--- src/rtl/step_sequencer_pkg.sv ---
// Shared types and defaults for the step-size sequencer and its WAIT timer.
package step_sequencer_pkg;

    typedef enum logic [3:0] {
        S_IDLE,
        S_CLAMP,
        S_LOAD,
        S_INIT,
        S_START,
        S_WAIT,
        S_ACCEPT,
        S_REJECT,
        S_DONE,
        S_FAIL
    } state_t;

    localparam int unsigned DEFAULT_MAX_RETRIES = 8;
    localparam int unsigned DEFAULT_TIMEOUT     = 1023;

    // Result flags returned by the step module alongside step_out.
    typedef struct packed {
        logic done;
        logic proceed;
        logic error;
    } step_status_t;

    // An error report overrides proceed: such a step is retried.
    function automatic logic step_accepted(input step_status_t s);
        return s.proceed && !s.error;
    endfunction

endpackage

--- src/rtl/step_sequencer_timer.sv ---
// WAIT-state timeout counter: expired is high during the LIMIT-th enabled cycle after clear.
module step_timer #(
    parameter int unsigned LIMIT = 1023
) (
    input  logic clk,
    input  logic rst,
    input  logic clear,
    input  logic enable,
    output logic expired
);

    localparam int unsigned CW = (LIMIT > 1) ? $clog2(LIMIT) : 1;

    logic [CW-1:0] count;

    always_ff @(posedge clk) begin
        if (rst || clear) begin
            count <= '0;
        end else if (enable && !expired) begin
            count <= count + CW'(1);
        end
    end

    assign expired = (count == CW'(LIMIT - 1));

endmodule

--- src/rtl/step_sequencer.sv ---
// Initiator for the adaptive step-size module: walks time from t0 to t_end,
// retrying rejected steps and ping-ponging state-vector buffers on accepted ones.
module step_sequencer
    import step_sequencer_pkg::*;
#(
    parameter int unsigned WORD_SIZE    = 16,
    parameter int unsigned ADDRESS_SIZE = 16,
    parameter int unsigned MAX_RETRIES  = DEFAULT_MAX_RETRIES,
    parameter int unsigned TIMEOUT      = DEFAULT_TIMEOUT
) (
    input  logic                    clk,
    input  logic                    rst,
    input  logic                    go,
    input  logic [WORD_SIZE-1:0]    t0,
    input  logic [WORD_SIZE-1:0]    t_end,
    input  logic [WORD_SIZE-1:0]    h0,
    input  logic [ADDRESS_SIZE-1:0] x_base_a,
    input  logic [ADDRESS_SIZE-1:0] x_base_b,
    output logic                    step_init,
    output logic                    step_start,
    output logic                    step_read,
    output logic [WORD_SIZE-1:0]    step_in,
    output logic [ADDRESS_SIZE-1:0] x0_address,
    output logic [ADDRESS_SIZE-1:0] x1_address,
    input  logic                    step_done,
    input  logic                    step_proceed,
    input  logic                    step_error,
    input  logic [WORD_SIZE-1:0]    step_out,
    output logic                    busy,
    output logic                    finished,
    output logic                    failed,
    output logic [WORD_SIZE-1:0]    t_now,
    output logic [WORD_SIZE-1:0]    h_now,
    output logic [WORD_SIZE-1:0]    accept_count,
    output logic [WORD_SIZE-1:0]    reject_count
);

    localparam int unsigned RW = $clog2(MAX_RETRIES + 1);

    state_t               state;
    step_status_t         status;
    logic [WORD_SIZE-1:0] t_end_q;
    logic [WORD_SIZE-1:0] step_out_q;
    logic [WORD_SIZE-1:0] remaining;
    logic [WORD_SIZE-1:0] h_clamped;
    logic [WORD_SIZE-1:0] t_next;
    logic [RW-1:0]        retry_count;
    logic [RW-1:0]        retry_next;
    logic                 first_step;
    logic                 timer_clear;
    logic                 timer_enable;
    logic                 timer_expired;

    // t_now never passes t_end_q, so remaining cannot wrap.
    always_comb begin
        status     = '{done: step_done, proceed: step_proceed, error: step_error};
        remaining  = t_end_q - t_now;
        h_clamped  = (remaining < h_now) ? remaining : h_now;
        t_next     = t_now + h_now;
        retry_next = retry_count + RW'(1);
    end

    assign timer_clear  = (state == S_START);
    assign timer_enable = (state == S_WAIT);

    step_timer #(
        .LIMIT(TIMEOUT)
    ) u_timer (
        .clk    (clk),
        .rst    (rst),
        .clear  (timer_clear),
        .enable (timer_enable),
        .expired(timer_expired)
    );

    always_ff @(posedge clk) begin
        if (rst) begin
            state        <= S_IDLE;
            step_init    <= 1'b0;
            step_start   <= 1'b0;
            step_read    <= 1'b0;
            step_in      <= '0;
            x0_address   <= '0;
            x1_address   <= '0;
            busy         <= 1'b0;
            finished     <= 1'b0;
            failed       <= 1'b0;
            t_now        <= '0;
            h_now        <= '0;
            accept_count <= '0;
            reject_count <= '0;
            t_end_q      <= '0;
            step_out_q   <= '0;
            retry_count  <= '0;
            first_step   <= 1'b0;
        end else begin
            step_init  <= 1'b0;
            step_start <= 1'b0;
            step_read  <= 1'b0;
            case (state)
                S_IDLE: begin
                    if (go) begin
                        t_end_q      <= t_end;
                        t_now        <= t0;
                        h_now        <= h0;
                        x0_address   <= x_base_a;
                        x1_address   <= x_base_b;
                        accept_count <= '0;
                        reject_count <= '0;
                        retry_count  <= '0;
                        finished     <= 1'b0;
                        failed       <= 1'b0;
                        first_step   <= 1'b1;
                        busy         <= 1'b1;
                        state        <= (h0 == '0 || t0 >= t_end) ? S_FAIL : S_CLAMP;
                    end
                end
                // Pulses are registered, so each is raised on the edge entering its state.
                S_CLAMP: begin
                    h_now     <= h_clamped;
                    step_in   <= h_clamped;
                    step_read <= 1'b1;
                    state     <= S_LOAD;
                end
                S_LOAD: begin
                    if (first_step) begin
                        first_step <= 1'b0;
                        step_init  <= 1'b1;
                        state      <= S_INIT;
                    end else begin
                        step_start <= 1'b1;
                        state      <= S_START;
                    end
                end
                S_INIT: begin
                    step_start <= 1'b1;
                    state      <= S_START;
                end
                S_START: state <= S_WAIT;
                S_WAIT: begin
                    if (status.done) begin
                        step_out_q <= step_out;
                        state      <= step_accepted(status) ? S_ACCEPT : S_REJECT;
                    end else if (timer_expired) begin
                        state <= S_FAIL;
                    end
                end
                S_ACCEPT: begin
                    t_now        <= t_next;
                    x0_address   <= x1_address;
                    x1_address   <= x0_address;
                    accept_count <= accept_count + WORD_SIZE'(1);
                    retry_count  <= '0;
                    h_now        <= step_out_q;
                    if (t_next == t_end_q)        state <= S_DONE;
                    else if (step_out_q == '0)    state <= S_FAIL;
                    else                          state <= S_CLAMP;
                end
                S_REJECT: begin
                    reject_count <= reject_count + WORD_SIZE'(1);
                    retry_count  <= retry_next;
                    h_now        <= step_out_q;
                    if (32'(retry_next) >= MAX_RETRIES || step_out_q == '0) state <= S_FAIL;
                    else                                                    state <= S_CLAMP;
                end
                S_DONE: begin
                    finished <= 1'b1;
                    busy     <= 1'b0;
                    state    <= S_IDLE;
                end
                S_FAIL: begin
                    failed <= 1'b1;
                    busy   <= 1'b0;
                    state  <= S_IDLE;
                end
                default: state <= S_IDLE;
            endcase
        end
    end

endmodule
--- config.mk ---
export PLATFORM = sky130hd
export DESIGN_NAME = step_sequencer
export DESIGN_NICKNAME = d
export VERILOG_FILES = /design/src/rtl/step_sequencer_pkg.sv /design/src/rtl/step_sequencer_timer.sv /design/src/rtl/step_sequencer.sv
export SDC_FILE = /design/constraint.sdc
export NUM_CORES = 1
export LEC_CHECK = 0
export BUFFER_PORTS_ARGS = -buffer_cell sky130_fd_sc_hd__buf_2
export CAP_MARGIN = 5
export CORE_ASPECT_RATIO = 0.9
export CORE_MARGIN = 1.5
export CORE_UTILIZATION = 60
export CTS_BUF_LIST = sky130_fd_sc_hd__clkbuf_8 sky130_fd_sc_hd__clkbuf_16
export DETAILED_ROUTE_END_ITERATION = 6
export HOLD_SLACK_MARGIN = 0.05
export PLACE_DENSITY = 0.87
export SLEW_MARGIN = 20
export SYNTH_ARGS = -nofsm -noshare
export SYNTH_HDL_FRONTEND = slang
export SYNTH_SLANG_ARGS = --single-unit
export TNS_END_PERCENT = 20
--- constraint.sdc ---
create_clock -name clk -period 6.2 [get_ports clk]
set_input_delay 0.62 -clock clk [delete_from_list [all_inputs] [get_ports clk]]
set_output_delay 0.62 -clock clk [all_outputs]
set_load 0.05 [all_outputs]
## Word-level counts from Yosys, hierarchy flattened

Index checks and enable logic that the tools add are counted.

- Register bits after elaboration: 169
- Bits in latches: 0
- RAM bits: 0
- Bits in read-only memories: 0
- Input port bits: 102
- Output and inout bits: 118
- Memories kept: 0

- Add/sub/neg operators: 6
- Multipliers: 0
- Divide/modulo/power cells: 0
- $lt $le $gt $ge: 3
- Eq/ne operators: 13
- Shift-type cells: 0
- Muxes and demuxes: 34
- Bitwise gates (word level): 1
- Reductions and logical operators: 32

Operators with widths:

| kind | number |
|---|---|
| case mux 16 bit (2 select lines) | 5 |
| 2-to-1 mux 16 bit | 6 |
| case mux 16 bit (3 select lines) | 1 |
| adder 16 x 1 -> 16 bit, second input constant | 2 |
| logical NOT 16 bit | 2 |
| 2-to-1 mux 4 bit | 8 |
| case mux 4 bit (8 select lines) | 1 |
| AND reduction 2 bit | 11 |
| adder 16 bit | 1 |
| == test 16 bit | 1 |
| == test 4 x 3 -> 1 bit, second input constant | 4 |
| greater-or-equal comparator 16 bit | 1 |
| less-than comparator 16 bit | 1 |
| subtractor 16 bit | 1 |
| case mux 4 bit (3 select lines) | 1 |
| nonzero test 2 bit | 6 |
| adder 10 x 1 -> 10 bit, second input constant | 1 |
| == test 10 bit, second input constant | 1 |
| case mux 1 bit (2 select lines) | 5 |
| == test 4 x 2 -> 1 bit, second input constant | 2 |
| == test 4 bit, second input constant | 2 |
| 2-to-1 mux 1 bit | 6 |
| nonzero test 3 bit | 2 |
| OR reduction 2 bit | 3 |
| other kinds (11) | 15 |

## Depth between registers and ports, before layout

- Depth after elaboration: 5
- Depth in mapped cells: 19
- Depth with buffers taken out: 18

## Modules after synthesis

A second synthesis with hierarchy kept.

- Cells, all modules: 1217
- Area total of the unflattened synthesis: 9659.3 sq um

Modules (own cells, without submodules):

| module | instances | cells an instance | area an instance (sq um) |
|---|---|---|---|
| step_sequencer | 1 | 1156 | 9097.5 |
| step_timer | 1 | 61 | 561.8 |

## Least setup slack after synthesis

OpenSTA, ideal clock, no wires.

- Kind: reg-to-reg
- Start: register t_now[1]
- End: register h_now[2]
- Arrival: 4.094 ns
- Path slack: 1.969 ns
- Stages on the path, launching flop included: 20
- Path buffers: 1
- Period minus slack after synthesis: 4.231 ns
- Cell sequence: dfxtp_1 > inv_1 > ha_1 > nor2b_1 > o31ai_1 > a21oi_1 > o21a_1 > o21a_1 > o21ai_0 > a21oi_1 > ha_1 > a21o_1 > a21o_1 > a221oi_1 > o21ai_1 > buf_2 > mux2i_1 > nor2_1 > a221oi_1 > a211oi_1

- Longest elaborated chain between the ends: 4

Ends and longest elaborated chain:

| element | line | RTL |
|---|---|---|
| start, declared | step_sequencer.sv:32 | `output logic [WORD_SIZE-1:0] t_now,` |
| start signal, assigned | step_sequencer.sv:104 | `t_now <= t0;` |
| start signal, assigned | step_sequencer.sv:149 | `t_now <= t_next;` |
| subtractor 16 bit (*) | step_sequencer.sv:57 | `remaining = t_end_q - t_now;` |
| less-than comparator 16 bit | step_sequencer.sv:58 | `h_clamped = (remaining < h_now) ? remaining : h_now;` |
| 2-to-1 mux 16 bit (*) | step_sequencer.sv:58 |  |
| case mux 16 bit (3 select lines) (*) | step_sequencer.sv:100 | `case (state)` |
| end signal, assigned | step_sequencer.sv:120 | `h_now <= h_clamped;` |
| end signal, assigned | step_sequencer.sv:154 | `h_now <= step_out_q;` |
| end signal, assigned | step_sequencer.sv:162 | `h_now <= step_out_q;` |
| end, declared | step_sequencer.sv:33 | `output logic [WORD_SIZE-1:0] h_now,` |

Every way passes the cells marked *; elsewhere a longest branch is shown, timed or not.
A chain may end at the register's enable or synchronous reset.

## Worst setup path in the final report

Same ends and word-level chain as after synthesis.

==> results.md <==
| Group | Metric | Reported |
| --- | --- | --- |
| status | Run status | finished clean |
| route | DR DRC count | 0 |
| setup path | Arrival @ worst endpoint | 4920 ps |
| cts | CTS tree | yes |
| setup path | Buf/Inv on CP | 1 |
| setup path | Worst-path fanout max | 23 |
| min path | Startpoint of the most critical hold path | step_out[3] |
| synthesis | FFs w/ async S/R, synth | 0% |
| layout | Most common library cell in the layout ignoring fill and taps | sky130_fd_sc_hd__buf_2 |
| setup path | Worst reg2reg path startpoint | t_now[1] |
| layout | Filler-free cell count of the finished design | 1709 |
| min path | Worst Hold Depth | 3 |
| route | Detailed-route wire length | 31400 µm |
| timing | Headroom to the max-slew limit | 25.1% |
| timing | Final number of hold-violating endpoints | 0 |
| route | Drt wl/cell | 18.4 µm |
| global routing | Largest net degree at the start of global routing | 85 |
| global routing | Via count of the first global-routing pass | 9773 |
| setup path | CP Capture Type | register |
| layout | Commonest cells after routing, fill and taps aside | sky130_fd_sc_hd__buf_2, sky130_fd_sc_hd__dfxtp_1, sky130_fd_sc_hd__nor2_1 |
| job | Max-capacitance violation count | 0 |
| synthesis | Number of nets in the synthesized netlist | 1482 |
| die | Total die area | 17900 µm² |
| layout | Post-route cell area | 12000 µm² |
| timing | Shortest period the worst path allows | 4650 ps |
| pwr | Total power | 6930 µW |
| cts | Post CTS Setup Buffer Count | 0 |
| layout | Area added between synthesis and finish | 16.8% |
| synthesis | Number of register bits inferred by synthesis | 169 |
| setup path | List of cells traversed by the critical path | inv_1, ha_1, nor2b_1, o31ai_1, a21oi_1, o21a_1, o21a_1, o21ai_0, a21oi_1, ha_1, a21o_1, a21o_1, a221oi_1, o21ai_2, mux2i_1, nor2_1, a221oi_1, a211oi_1 |
| place | Port Buffers | 219 |
| die | Number of primary I/O pins | 220 |
| die | Count of standard-cell rows | 45 |
| die | Starting density of the core | 61.1% |
| pwr | Maximum vdd drop | 0.515 mV |
| layout | Net count reported at finish | 1655 |
| global routing | Global route overflow | 0 |
| setup path | Kind of cell adding the most delay to the critical path | compound AO/OA/AOI/OAI gates |
| global routing | Combined global-route utilization of all metal layers | 34.9% |
| place | Number of placed instances, taps included | 1677 |
| die | Die span in x | 141 µm |
| timing | Sum Neg Setup Slack | 0 ps |
| timing | Final cycle utilization of the critical path | 75.0% |
| min path | Min-Delay Endpoint | step_out_q[3] |
| route | Number of routed nets with antenna violations | 0 |
| synthesis | Cell area after synthesis | 10300 µm² |
| cts | Clk buf depth | 2 |
| synthesis | Post-Synthesis Cells | 1312 |
| cts | Hold-fix buffer count after cts | 0 |
| synthesis | Area leader, netlist | sky130_fd_sc_hd__dfxtp_1 |
| layout | Fill cells | 1355 |
| synthesis | Area share of the leading cell type in the synthesized netlist | 33.0% |
| setup path | Kind of start point of the critical path | register |
| cts | Buffer type at the clock tree root | sky130_fd_sc_hd__clkbuf_16 |
| timing | Unrepaired setup endpoints after global routing | false |
| place | Placed cell area | 11400 µm² |
| pwr | Static leakage | 0.00521 µW |
| synthesis | Number of synthesized flops with an enable pin | 0 |
| timing | Post-Route Skew | 10.5 ps |
| setup path | Longest individual stage delay on the worst path | 890 ps |
| setup path | Worst r2r dst | h_now[2] |
| synthesis | Number of distinct library cell variants in the gate-level netlist after synthesis | 83 |
| min path | Class of the tightest hold or removal check | primary input to register |
| global routing | Antenna violations before repair | 0 |
| place | Global placement routability congestion | 0.980 |
| setup path | Worst Reg-to-Reg Cells | 18 |
| synthesis | Top cells by area, synth | sky130_fd_sc_hd__dfxtp_1, sky130_fd_sc_hd__ha_1, sky130_fd_sc_hd__nor2_1, sky130_fd_sc_hd__a21oi_1, sky130_fd_sc_hd__nand2_1 |
| layout | Share of post-route cells with drive strength above 1 | 19.8% |
| cts | CTS HTree Levels | 4 |
| timing | Final max-slew violation count | 0 |
| timing | Final setup violation count | 0 |
| die | Die boundary height | 127 µm |
| cts | Number of cells upsized or downsized after cts | 0 |
| synthesis | Synthesized area per cell | 7.81 µm² |
| synthesis | Most instantiated flip-flop cell in the synthesis netlist | sky130_fd_sc_hd__dfxtp_1 |
| place | HPWL reported at the end of detailed placement | 22700 µm |
| layout | Diode insertion count for antenna repair | 0 |
| route | Ratio of routed vias to standard cells | 6.29 |
| cts | CTS Buf Count | 17 |
| cts | Number of clock sinks | 169 |
| cts | Clock-pin slew reported for the worst setup and hold paths after clock tree synthesis | 70 ps |
| setup path | Cell type of the slowest stage on the worst timing path | sky130_fd_sc_hd__o21ai_2 |
| cts | Worst-Skew Late Latency | 440 ps |
| route | Iteration-0 DRC Markers | 1217 |
| pwr | Power density over the cells | 579 nW/µm² |
| setup path | Register-to-Register Setup Slack | 1550 ps |
| synthesis | Warnings, synthesis | 0 |
| timing | Max Fclk | 0.215 GHz |
| global routing | First-pass GRT wire length | 50100 µm |
| route | Routed via count | 10700 |
| route | Router iterations before antenna repair | 5 |
| die | Core region area | 16800 µm² |
| setup path | Critical Path RT | 6470 ps |
| timing | Worst Max-Slew Pin Slew | 1120 ps |
| synthesis | Fraction of the yosys area taken by sequential cells | 33.0% |
| setup path | Kind of critical path | register to register |
-- cell usage after synthesis (10+ instances only) --
| library cell | count |
|---|---|
| sky130_fd_sc_hd__a211oi_1 | 21 |
| sky130_fd_sc_hd__a21o_1 | 16 |
| sky130_fd_sc_hd__a21oi_1 | 107 |
| sky130_fd_sc_hd__a221oi_1 | 10 |
| sky130_fd_sc_hd__a22oi_1 | 24 |
| sky130_fd_sc_hd__a311oi_1 | 11 |
| sky130_fd_sc_hd__a31oi_1 | 10 |
| sky130_fd_sc_hd__and3_1 | 13 |
| sky130_fd_sc_hd__buf_2 | 11 |
| sky130_fd_sc_hd__clkbuf_1 | 51 |
| sky130_fd_sc_hd__dfxtp_1 | 169 |
| sky130_fd_sc_hd__ha_1 | 66 |
| sky130_fd_sc_hd__inv_1 | 61 |
| sky130_fd_sc_hd__mux2i_1 | 13 |
| sky130_fd_sc_hd__nand2_1 | 137 |
| sky130_fd_sc_hd__nand2b_1 | 10 |
| sky130_fd_sc_hd__nand3_1 | 40 |
| sky130_fd_sc_hd__nand4_1 | 24 |
| sky130_fd_sc_hd__nor2_1 | 168 |
| sky130_fd_sc_hd__nor2b_1 | 18 |
| sky130_fd_sc_hd__nor3_1 | 52 |
| sky130_fd_sc_hd__nor4_1 | 15 |
| sky130_fd_sc_hd__o21a_1 | 18 |
| sky130_fd_sc_hd__o21ai_0 | 42 |
| sky130_fd_sc_hd__o22ai_1 | 36 |
| sky130_fd_sc_hd__or3_1 | 12 |
| sky130_fd_sc_hd__xnor2_1 | 24 |
| sky130_fd_sc_hd__xor2_1 | 20 |
-- stage by stage --
step,hold WS [ps],utilization [%],setup WS [ps]
after floorplan,447,-,1970
after global placement,445,67.7,1850
after detailed placement,453,67.7,1610
after CTS,401,71.3,1580
after global routing,407,71.3,1120
final,412,71.3,1550
-- worst max path at each step --
stage | from | endpoint | slack (ps) | cells after the start
after floorplan | t_now[1] | h_now[2] | 1970 | 19
after global placement | t_now[1] | h_now[2] | 1850 | 18
after detailed placement | t_now[1] | h_now[2] | 1610 | 18
after CTS | t_now[1] | h_now[2] | 1580 | 18
after global routing | t_now[1] | h_now[2] | 1120 | 18
final | t_now[1] | h_now[2] | 1550 | 18
-- routing by layer --
metal,share of wire [%],track usage (%),up-vias
met2,46,57.5,584
met1,42,45.2,5017
met4,3.1,13.2,0
met5,0,0,-
met3,8.8,7.31,67
li1,-,-,5074
-- power breakdown --
group | switching [µW] | total [µW] | internal, µW
Combinational | 2750 | 4180 | 1430
Clock | 513 | 1100 | 591
Sequential | 309 | 1650 | 1340
-- cell families (layout without fill, tap and decap cells) --
group | after synthesis | count (layout) | synth area share [%]
and+or+nand+nor | 526 | 526 | 24.3
xor gates and xnor gates | 46 | 46 | 4.14
buffers and inverters | 136 | 322 | 5.57
AOI/OAI and AO/OA | 348 | 348 | 22.6
muxes | 19 | 19 | 1.93
DFF | 169 | 169 | 33.0
adders and majority gates | 68 | 68 | 8.45
-- tightest hold or removal path, stage by stage --
cell and delay [ps]:
sky130_fd_sc_hd__buf_2 90, sky130_fd_sc_hd__nand2_1 40, sky130_fd_sc_hd__a21oi_1 50
-- cell type report --
cell class / count / area, µm² / share of cell area (%)
inverter: 62 / 233 / 1.94
sequential: 169 / 3380 / 28.3
multi-input combinational: 1007 / 6310 / 52.7
tap: 211 / 264 / 2.21
timing repair buffer: 228 / 1170 / 9.74
clock inverter: 14 / 175 / 1.46
clock buffer: 18 / 439 / 3.67
-- sequential cells by signal, indices dropped and copies added, names as in the netlist, 10 cells and up --
name	count
accept_count	16
h_now	16
reject_count	16
step_in	16
step_out_q	16
t_end_q	16
t_now	16
u_timer.count	10
x0_address	16
x1_address	16
No activity file was read; power rests on OpenSTA's default activity.
